## config.mk

```make
export PLATFORM = sky130hd
export DESIGN_NAME = vga_sync_timing
export DESIGN_NICKNAME = d
export VERILOG_FILES = /design/src/rtl/vga_timing_pkg.sv /design/src/rtl/vga_pix_tick_gen.sv /design/src/rtl/vga_sync_timing.sv
export SDC_FILE = /design/constraint.sdc
export NUM_CORES = 1
export LEC_CHECK = 0
export CAP_MARGIN = 20
export CORE_UTILIZATION = 50
export CTS_CLUSTER_SIZE = 20
export DETAILED_ROUTE_END_ITERATION = 10
export PLACE_DENSITY = 0.77
export SETUP_SLACK_MARGIN = 0.5
export SLEW_MARGIN = 10
export SYNTH_ARGS = -nofsm -noshare
export SYNTH_HDL_FRONTEND = slang
export SYNTH_HIERARCHICAL = 1
export SYNTH_SLANG_ARGS = --single-unit
```

## constraint.sdc

```tcl
create_clock -name clk -period 5.75 [get_ports clk]
set_input_delay 1.15 -clock clk [delete_from_list [all_inputs] [get_ports clk]]
set_output_delay 1.15 -clock clk [all_outputs]
set_load 0.05 [all_outputs]
```

## src/rtl/vga_timing_pkg.sv

```systemverilog
// vga_timing_pkg: 640x480@60 timing defaults, sync polarity constants and a span helper
package vga_timing_pkg;
  localparam int DEF_H_ACTIVE = 640;
  localparam int DEF_H_FP = 16;
  localparam int DEF_H_SYNC = 96;
  localparam int DEF_H_BP = 48;
  localparam int DEF_V_ACTIVE = 480;
  localparam int DEF_V_FP = 10;
  localparam int DEF_V_SYNC = 2;
  localparam int DEF_V_BP = 33;
  localparam logic POL_LOW = 1'b0;
  localparam logic POL_HIGH = 1'b1;
  function automatic int span(input int active, input int fp, input int sync, input int bp);
    return active + fp + sync + bp;
  endfunction
endpackage

```

## src/rtl/vga_pix_tick_gen.sv

```systemverilog
// vga_pix_tick_gen: divides clk by PIX_DIV while en is high; tick marks the last clk of each pixel
module vga_pix_tick_gen #(
  parameter int PIX_DIV = 4
) (
  input  logic clk,
  input  logic rst_n,
  input  logic en,
  output logic tick
);
  localparam int DW = PIX_DIV > 1 ? $clog2(PIX_DIV) : 1;
  localparam logic [DW-1:0] LAST = DW'(PIX_DIV - 1);
  logic [DW-1:0] div;
  assign tick = en && div == LAST;
  always_ff @(posedge clk or negedge rst_n)
    if (!rst_n) div <= '0;
    else if (en) div <= tick ? '0 : div + 1'b1;
endmodule

```

## src/rtl/vga_sync_timing.sv

```systemverilog
// vga_sync_timing: VGA horizontal/vertical counters with registered syncs, video_on and strobes.
// Outputs decode next-state counters so every output is coherent with pix_x/pix_y.
module vga_sync_timing import vga_timing_pkg::*; #(
  parameter int PIX_DIV = 4,
  parameter int H_ACTIVE = DEF_H_ACTIVE,
  parameter int H_FP = DEF_H_FP,
  parameter int H_SYNC = DEF_H_SYNC,
  parameter int H_BP = DEF_H_BP,
  parameter int V_ACTIVE = DEF_V_ACTIVE,
  parameter int V_FP = DEF_V_FP,
  parameter int V_SYNC = DEF_V_SYNC,
  parameter int V_BP = DEF_V_BP,
  parameter logic HS_POL = POL_LOW,
  parameter logic VS_POL = POL_LOW,
  parameter int CNT_W = 10
) (
  input  logic clk,
  input  logic rst_n,
  input  logic en,
  output logic hsync,
  output logic vsync,
  output logic video_on,
  output logic [CNT_W-1:0] pix_x,
  output logic [CNT_W-1:0] pix_y,
  output logic pix_tick,
  output logic line_start,
  output logic frame_start
);
  localparam int H_TOTAL = span(H_ACTIVE, H_FP, H_SYNC, H_BP);
  localparam int V_TOTAL = span(V_ACTIVE, V_FP, V_SYNC, V_BP);
  localparam logic [CNT_W-1:0] H_LAST = CNT_W'(H_TOTAL - 1);
  localparam logic [CNT_W-1:0] V_LAST = CNT_W'(V_TOTAL - 1);
  localparam logic [CNT_W-1:0] H_VIS = CNT_W'(H_ACTIVE);
  localparam logic [CNT_W-1:0] V_VIS = CNT_W'(V_ACTIVE);
  localparam logic [CNT_W-1:0] HS_BEG = CNT_W'(H_ACTIVE + H_FP);
  localparam logic [CNT_W-1:0] HS_END = CNT_W'(H_ACTIVE + H_FP + H_SYNC - 1);
  localparam logic [CNT_W-1:0] VS_BEG = CNT_W'(V_ACTIVE + V_FP);
  localparam logic [CNT_W-1:0] VS_END = CNT_W'(V_ACTIVE + V_FP + V_SYNC - 1);
  if (PIX_DIV < 1) begin : g_bad_div
    $error("vga_sync_timing: PIX_DIV must be >= 1");
  end
  if (H_FP < 1 || H_SYNC < 1 || H_BP < 1 || V_FP < 1 || V_SYNC < 1 || V_BP < 1) begin : g_bad_porch
    $error("vga_sync_timing: porch and sync widths must be >= 1");
  end
  if (2 ** CNT_W < H_TOTAL || 2 ** CNT_W < V_TOTAL) begin : g_bad_width
    $error("vga_sync_timing: CNT_W too small for the frame totals");
  end
  logic tick, h_wrap;
  logic [CNT_W-1:0] x_nxt, y_nxt;
  vga_pix_tick_gen #(.PIX_DIV(PIX_DIV)) u_tick (.clk, .rst_n, .en, .tick);
  always_comb begin
    h_wrap = tick && pix_x == H_LAST;
    x_nxt = h_wrap ? '0 : pix_x + CNT_W'(tick);
    y_nxt = !h_wrap ? pix_y : pix_y == V_LAST ? '0 : pix_y + 1'b1;
  end
  // Reset parks on the last blanking position so the first tick lands on (0, 0)
  always_ff @(posedge clk or negedge rst_n)
    if (!rst_n) begin
      pix_x <= H_LAST;
      pix_y <= V_LAST;
      hsync <= ~HS_POL;
      vsync <= ~VS_POL;
      video_on <= 1'b0;
      pix_tick <= 1'b0;
      line_start <= 1'b0;
      frame_start <= 1'b0;
    end else begin
      pix_x <= x_nxt;
      pix_y <= y_nxt;
      hsync <= (x_nxt >= HS_BEG && x_nxt <= HS_END) ? HS_POL : ~HS_POL;
      vsync <= (y_nxt >= VS_BEG && y_nxt <= VS_END) ? VS_POL : ~VS_POL;
      video_on <= x_nxt < H_VIS && y_nxt < V_VIS;
      pix_tick <= tick;
      line_start <= tick && x_nxt == '0;
      frame_start <= tick && x_nxt == '0 && y_nxt == '0;
    end
endmodule

```

Word level (Yosys, flattened, before mapping)

Cells that the tools add are included.

Register bits: 28
Input bits: 3
Output and inout bits: 26
Word-level logic and storage cells: 36

Add/sub/neg operators: 3
$lt $le $gt $ge: 6
Equality and inequality tests: 3
Muxes and demuxes: 6
Reductions and logical operators: 9

Operators by type and width:

| operator              | number |
|---|---|
| $mux 10               | 3 |
| $eq 10x10->1 const B  | 2 |
| $logic_not 10->1      | 2 |
| $add 10x1->10         | 1 |
| $add 10x1->10 const B | 1 |
| $ge 10x10->1 const B  | 1 |
| $ge 10x9->1 const B   | 1 |
| $le 10x10->1 const B  | 1 |
| $le 10x9->1 const B   | 1 |
| $lt 10x10->1 const B  | 1 |
| $lt 10x9->1 const B   | 1 |
| $logic_and 1x1->1     | 7 |
| $add 2x1->2 const B   | 1 |
| $eq 2x2->1 const B    | 1 |
| $mux 1                | 2 |
| $mux 2                | 1 |

Longest topological paths before layout

Gate-level depths: netlist (run 1).

Word-level depth: 7
Mapped depth: 10
Depth with buffers taken out: 10

Modules after synthesis

Netlist (run 1), hierarchy kept.

Modules (own cells, without submodules):

| module           | times used | cells an instance | area an instance (µm²) | sequential area each (µm²) |
|---|---|---|---|---|
| vga_sync_timing  | 1          | 154               | 1520.2                 | 665.6 |
| vga_pix_tick_gen | 1          | 7                 | 96.3                   | 50.0 |

Least setup slack after synthesis (run 1)

No wires, ideal clock.

Path type: input port to flip-flop
From: input en
To: register frame_start
Library setup time: 0.068 ns
Arrival time: 2.898 ns
Required time: 5.682 ns
Path slack: 2.784 ns
Stages on the path: 9
Cell sequence: and2_2 > ha_1 > ha_1 > nand4_1 > o21ai_0 > a21oi_1 > or2_2 > nor4_1 > and4b_1

Longest elaborated chain between the ends: 6

RTL lines:

| what                                               | RTL line                                     | RTL |
|---|---|---|
| start: declaration                                 | vga_sync_timing.sv:19                        | `input logic en,` |
| $logic_and 1x1->1 (*)                              | vga_pix_tick_gen.sv:13                       | `assign tick = en && div == LAST;` |
| $add 10x1->10 or $logic_and 1x1->1 (tied branches) | vga_sync_timing.sv:53, vga_sync_timing.sv:52 |  |
| $mux 10 (*)                                        | vga_sync_timing.sv:53                        | `x_nxt = h_wrap ? '0 : pix_x + CNT_W'(tick);` |
| named net x_nxt[8]                                 | vga_sync_timing.sv:49                        | `logic [CNT_W-1:0] x_nxt, y_nxt;` |
| $logic_not 10->1 (*)                               | vga_sync_timing.sv:75                        | `frame_start <= tick && x_nxt == '0 && y_nxt == '0;` |
| $logic_and 1x1->1 (*) (2 in series)                | vga_sync_timing.sv:75                        |  |
| end signal: assignment                             | vga_sync_timing.sv:66                        | `frame_start <= 1'b0;` |
| end signal: assignment                             | vga_sync_timing.sv:75                        |  |
| end: declaration                                   | vga_sync_timing.sv:27                        | `output logic frame_start` |

The timed path passes the listed nets; every way through them passes the cells marked *.
A chain may end at the register's enable or synchronous reset.

Final worst setup path (run 1)

From: input en
To: register vsync

Longest elaborated chain between the ends: 6

RTL lines:

| what                                       | RTL line               | RTL |
|---|---|---|
| $logic_and 1x1->1 (*)                      | vga_pix_tick_gen.sv:13 |  |
| named net tick                             | vga_sync_timing.sv:48  | `logic tick, h_wrap;` |
| $logic_and 1x1->1 (*)                      | vga_sync_timing.sv:52  | `h_wrap = tick && pix_x == H_LAST;` |
| $mux 10 (*)                                | vga_sync_timing.sv:54  | `y_nxt = !h_wrap ? pix_y : pix_y == V_LAST ? '0 : pix_y + 1'b1;` |
| named net y_nxt[7]                         | vga_sync_timing.sv:49  |  |
| $ge 10x9->1 or $le 10x9->1 (tied branches) | vga_sync_timing.sv:71  | `vsync <= (y_nxt >= VS_BEG && y_nxt <= VS_END) ? VS_POL : ~VS_POL;` |
| $logic_and 1x1->1 (*)                      | vga_sync_timing.sv:71  |  |
| $mux 1 (*)                                 | vga_sync_timing.sv:71  |  |
| end signal: assignment                     | vga_sync_timing.sv:62  | `vsync <= ~VS_POL;` |
| end signal: assignment                     | vga_sync_timing.sv:71  |  |
| end: declaration                           | vga_sync_timing.sv:21  | `output logic vsync,` |

Marks and branches as above.

==> flow_metrics.env, run 1 <==
export IMPL_clock_path_buffers=2
export IMPL_syn_inst=161
export IMPL_cts_clk_slew_worst_paths_ns=0.15
export IMPL_sw_frac_of_total=0.360
export IMPL_crit_top_cell="nand4_1"
export IMPL_start_util=0.530
export IMPL_syn_mean_instance_area_um2=10.0
export IMPL_relSlewSlack=0.572
export IMPL_path_max_fanout=20
export IMPL_post_drt_via_cell_ratio=5.75
export IMPL_drc=0
export IMPL_yosys_warnings=6
export IMPL_wl_met2_mm=1.80
export IMPL_insertion_delay_ns=0.32
export IMPL_fin_crit_ns=3.65
export IMPL_fill_cells=274
export IMPL_antenna_found_initial=0
export IMPL_synth_common_cells="nor2_1, dfrtp_1, nand2_1"
export IMPL_finalWirelength_mm=3.46
export IMPL_hold_class="reg -> reg"
export IMPL_p_leak_nw=0.809
export IMPL_p_switching_mw=0.192
export IMPL_areaGrowthSynthToFinish_pct=21.2
export IMPL_synth_edff_count=0
export IMPL_worst_pin_slew_ns=0.643
export IMPL_die_area_mm2=0.00346
export IMPL_grt_setup_unrepaired="false"
export IMPL_fin_nets=199
export IMPL_seqPwrFrac=0.489
export IMPL_syn_nets=169
export IMPL_place_congestion=0.899
export IMPL_hold_buffers=0
export IMPL_wl_met1_mm=1.52
export IMPL_post_cts_buffers=0
export IMPL_antenna_cells=0
export IMPL_grt_pass1_wl_mm=5.95
export IMPL_power_total_mw=0.533
export IMPL_async_reset_ff_frac=1.00
export IMPL_ys_ff_latch=28
export IMPL_dieHeight_um=58.9
export IMPL_finalCritPeriodShare=0.634
export IMPL_netlist_area_mm2=0.00162
export IMPL_met3_length_um=129
export IMPL_cp_slowest_cell="and3_1"
export IMPL_pwr_share_clk=0.176
export IMPL_placed_cells=230
export IMPL_finalSetupViolations=0
export IMPL_grt_overflow_total=0
export IMPL_postCtsResizedCells=0
export IMPL_finalHoldViolCount=0
export IMPL_slowest_delay_ns=0.58
export IMPL_grt_max_degree=29
export IMPL_path_class="in -> reg"
export IMPL_io_pins=29
export IMPL_grt_pass1_vias=1330
export IMPL_drv_cap=0
export IMPL_fp_dieW_um=58.9
export IMPL_io_buffers=28
export IMPL_required_ns=6.01
export IMPL_synth_area_leaders="dfrtp_1, dfstp_2, nor2_1"
export IMPL_routedWlPerCell_um=14.8
export IMPL_synth_top_area_cell="dfrtp_1"
export IMPL_post_place_ws_ns=1.78
export IMPL_skew_ns=0.00667
export IMPL_timing_setup_tns_ns=0
export IMPL_fin_util=0.642
export IMPL_crit_path_end_kind="register"
export IMPL_power_density_mw_per_mm2=272
export IMPL_cts_root_buffer="clkbuf_4"
export IMPL_synth_top_area_frac=0.248
export IMPL_first_pass_iters=4
export IMPL_synth_most_common_cell="nor2_1"
export IMPL_initialDrtViolationCount=76
export IMPL_intPower_mw=0.341
export IMPL_htreeDepth=1
export IMPL_peakVddDrop_v=0.000208
export IMPL_start_kind="primary input"
export IMPL_globalRouteTotalUtil=0.227
export IMPL_drive_above_1_share=0.184
export IMPL_drv_slew=0
export IMPL_rows=20
export IMPL_final_cells=234
export IMPL_hpwl_mm=2.52
export IMPL_fmax_mhz=274
export IMPL_p_comb_frac=0.335
export IMPL_cts_sinks=28
export IMPL_numCtsBuffers=3
export IMPL_drtAntennaViolNets=0
export IMPL_synth_cell_types=52
export IMPL_synth_flop_cell="dfrtp_1"
export IMPL_cts_tree="built"
export IMPL_status="completed"
export IMPL_worst_slack_ns=2.10
export IMPL_critical_path_arrival_ns=3.91
export IMPL_vias=1345
export IMPL_top_layer="met4"
export IMPL_seq_area_frac_synth=0.443
export IMPL_fp_coreArea_mm2=0.00305
export IMPL_path_cells="clkdlybuf4s50_1 -> and2_2 -> and4b_4 -> and3_1 -> nand4_1 -> xnor2_1 -> nand4_1 -> or4_1"
## routing by layer
| layer | vias to the layer above | GRT usage |
|---|---|---|
| li1 | 634 | - |
| met5 | - | 0 |
| met3 | 2 | 0.0264 |
| met2 | 40 | 0.391 |
| met1 | 669 | 0.293 |
| met4 | 0 | 0.0884 |
## per-stage QoR
step                      instance area [µm²]  hold slack [ns]
after floorplan                          1620            0.485
after global placement                   1920            0.496
after detailed placement                 1920            0.512
after CTS                                1960            0.545
after global routing                     1960            0.576
final                                    1960            0.538
## kinds of logic after synthesis
logic type,share of synthesized area
simple gates,0.269
flops,0.443
compound gates,0.122
xor+xnor,0.0650
buf+inv,0.0364
fa+ha+maj,0.0387
mux,0.0271
## worst paths after layout
kind                               startpoint             to  slack, ns  depth (start not counted)
worst max-delay path                       en          vsync       2.10                          8
worst min-delay path            u_tick/div[1]  u_tick/div[1]       0.54                          1
worst max register to register  u_tick/div[0]          vsync       2.90                          8
worst min register to register  u_tick/div[1]  u_tick/div[1]       0.54                          1
min in group asynchronous               rst_n       pix_y[8]       1.18                          2
max in group asynchronous               rst_n       pix_y[3]       4.26                          2
## registers in the layout, summed over array words and instances (netlist names)
| name | count |
|---|---|
| frame_start | 1 |
| u_tick/div | 2 |
| pix_tick | 1 |
| pix_y | 10 |
| pix_x | 10 |
| line_start | 1 |
| hsync | 1 |
| vsync | 1 |
| video_on | 1 |
## worst max-delay path: cells and delay by family
| family | cells | cell delay [ns] |
|---|---|---|
| xor gates and xnor gates | 1 | 0.29 |
| buffers and inverters | 1 | 0.51 |
| and+or+nand+nor | 6 | 1.96 |
## placed cells by master (no fill, tap or decap), drive strengths merged, types with 7 or more instances in the layout
cell type      netlist  routed
nand2               13      13
nor2                20      20
dfstp               12      12
nand3                8       8
clkdlybuf4s50        0      28
xor2                 7       7
dfrtp               16      16
## power by group through the flow
| stage | registers (mW) | clock network [mW] | logic, mW |
|---|---|---|---|
| 2_1_floorplan | 0.319 | 0 | 0.0638 |
| 3_3_place_gp | 0.261 | 0 | 0.176 |
| 3_5_place_dp | 0.263 | 0 | 0.178 |
| 4_1_cts | 0.260 | 0.0979 | 0.179 |
| 5_1_grt | 0.266 | 0.105 | 0.191 |
| 6_report | 0.261 | 0.0937 | 0.178 |
## layout make-up
class	count	area, µm²	share of cell area
Tap cell	44	55.1	0.0281
Clock buffer	4	36.3	0.0185
Multi-Input combinational cell	123	842	0.430
Inverter	6	22.5	0.0115
Sequential cell	28	716	0.365
Timing Repair Buffer	29	288	0.147
No activity file was read; power rests on OpenSTA's default activity.
==> run 2, diff against run 1 <==
clock period = 3.8 ns   (was 5.75 ns; I/O delays follow)
==> flow_metrics.env, run 2 (same netlist as run 1, synthesis figures left out) <==
export IMPL_status="completed"
export IMPL_placed_cells=234
export IMPL_fp_dieW_um=58.9
export IMPL_start_kind="primary input"
export IMPL_drive_above_1_share=0.206
export IMPL_finalSetupViolations=0
export IMPL_areaGrowthSynthToFinish_pct=25.7
export IMPL_grt_pass1_vias=1296
export IMPL_routedWlPerCell_um=15.7
export IMPL_stdcell_area_mm2=0.00203
export IMPL_grt_pass1_wl_mm=6.10
export IMPL_antenna_cells=0
export IMPL_peakVddDrop_v=0.000346
export IMPL_placed_area_mm2=0.00197
export IMPL_endpoint="frame_start"
export IMPL_post_place_ws_ns=0.261
export IMPL_path_class="in -> reg"
export IMPL_vias=1338
export IMPL_numCtsBuffers=3
export IMPL_post_cts_buffers=0
export IMPL_crit_path_end_kind="register"
export IMPL_path_max_fanout=5
export IMPL_rows=20
export IMPL_insertion_delay_ns=0.33
export IMPL_dieHeight_um=58.9
export IMPL_drv_slew=0
export IMPL_worst_slack_ns=0.718
export IMPL_antenna_found_initial=0
export IMPL_io_pins=29
export IMPL_top_regs="pix_x (10), pix_y (10), u_tick/div (2)"
export IMPL_critical_path_arrival_ns=3.36
export IMPL_fmax_mhz=325
export IMPL_drv_cap=0
export IMPL_die_area_mm2=0.00346
export IMPL_clock_path_buffers=2
export IMPL_reg2reg_slack_ns=1.06
export IMPL_required_ns=4.08
export IMPL_hold_class="reg -> reg"
export IMPL_skew_ns=0.00890
export IMPL_rr_worst_depth=10
export IMPL_timing_setup_tns_ns=0
export IMPL_post_drt_via_cell_ratio=5.62
export IMPL_hold_buffers=0
export IMPL_power_density_mw_per_mm2=431
export IMPL_first_pass_iters=4
export IMPL_p_leak_nw=0.843
export IMPL_fin_crit_ns=3.08
export IMPL_most_common_layout_cells="clkdlybuf4s50_1, nor2_1, dfrtp_1"
export IMPL_grt_overflow_total=0
export IMPL_fin_nets=203
export IMPL_relSlewSlack=0.590
export IMPL_finalWirelength_mm=3.73
export IMPL_min_delay_start="u_tick/div[1]"
export IMPL_cts_root_buffer="clkbuf_4"
export IMPL_crit_start="en"
export IMPL_layout_commonest_cell="clkdlybuf4s50_1"
export IMPL_start_util=0.530
export IMPL_worst_pin_slew_ns=0.613
export IMPL_cts_tree="built"
export IMPL_drc=0
export IMPL_cts_sinks=28
export IMPL_place_congestion=0.893
export IMPL_finalHoldViolCount=0
export IMPL_initialDrtViolationCount=69
export IMPL_r2r_end="frame_start"
export IMPL_postCtsResizedCells=0
export IMPL_finalCritPeriodShare=0.811
export IMPL_rr_startpoint="u_tick/div[0]"
export IMPL_htreeDepth=1
export IMPL_globalRouteTotalUtil=0.236
export IMPL_fin_util=0.666
export IMPL_drtAntennaViolNets=0
export IMPL_fp_coreArea_mm2=0.00305
export IMPL_grt_max_degree=17
export IMPL_final_cells=238
export IMPL_cts_clk_slew_worst_paths_ns=0.16
export IMPL_hpwl_mm=2.84
export IMPL_io_buffers=28
export IMPL_grt_setup_unrepaired="false"
run 2: worst min path at each step:
stage | end | slack (ns) | depth (start not counted)
global route | u_tick/div[1] | 0.57 | 1
global placement | u_tick/div[1] | 0.49 | 1
floorplan | frame_start | 0.46 | 0
finish | u_tick/div[1] | 0.54 | 1
CTS | u_tick/div[1] | 0.55 | 1
detailed placement | u_tick/div[1] | 0.51 | 1
run 2: power breakdown:
| part | switching [mW] | total (mW) | internal, mW | leakage (nW) |
|---|---|---|---|---|
| sequential | 0.0442 | 0.396 | 0.352 | 0.339 |
| clock | 0.0896 | 0.196 | 0.107 | 0.0279 |
| combinational | 0.172 | 0.283 | 0.110 | 0.477 |
| total | 0.306 | 0.875 | 0.569 | 0.843 |
run 2: layout make-up:
cell class / count / area [µm²]
clock buffers: 3 / 22.5
clock inverters: 1 / 30.0
fillers: 245 / 1020
inverters: 6 / 22.5
multi-input cells: 123 / 848
flip-flops and latches: 28 / 716
well taps: 44 / 55.1
repair buffers: 33 / 338
run 2: metal layers:
metal  wire length, µm  global-route usage
met4                32              0.0918
met3               137              0.0330
met5                 0                   0
met2              1940               0.407
met1              1620               0.299
run 2: per-stage QoR:
step | hold slack [ns] | total power, mW
global route | 0.568 | 0.919
detailed placement | 0.512 | 0.683
CTS | 0.545 | 0.880
global placement | 0.492 | 0.664
floorplan | 0.464 | 0.580
finish | 0.542 | 0.875
run 2: critical path, cell delays in order:
cell,delay (ns)
clkdlybuf4s50_1,0.50
and2_2,0.19
ha_1,0.27
ha_1,0.29
nand4_1,0.18
o21ai_0,0.18
a21oi_1,0.14
or2_2,0.33
nor4_2,0.28
and4b_1,0.23
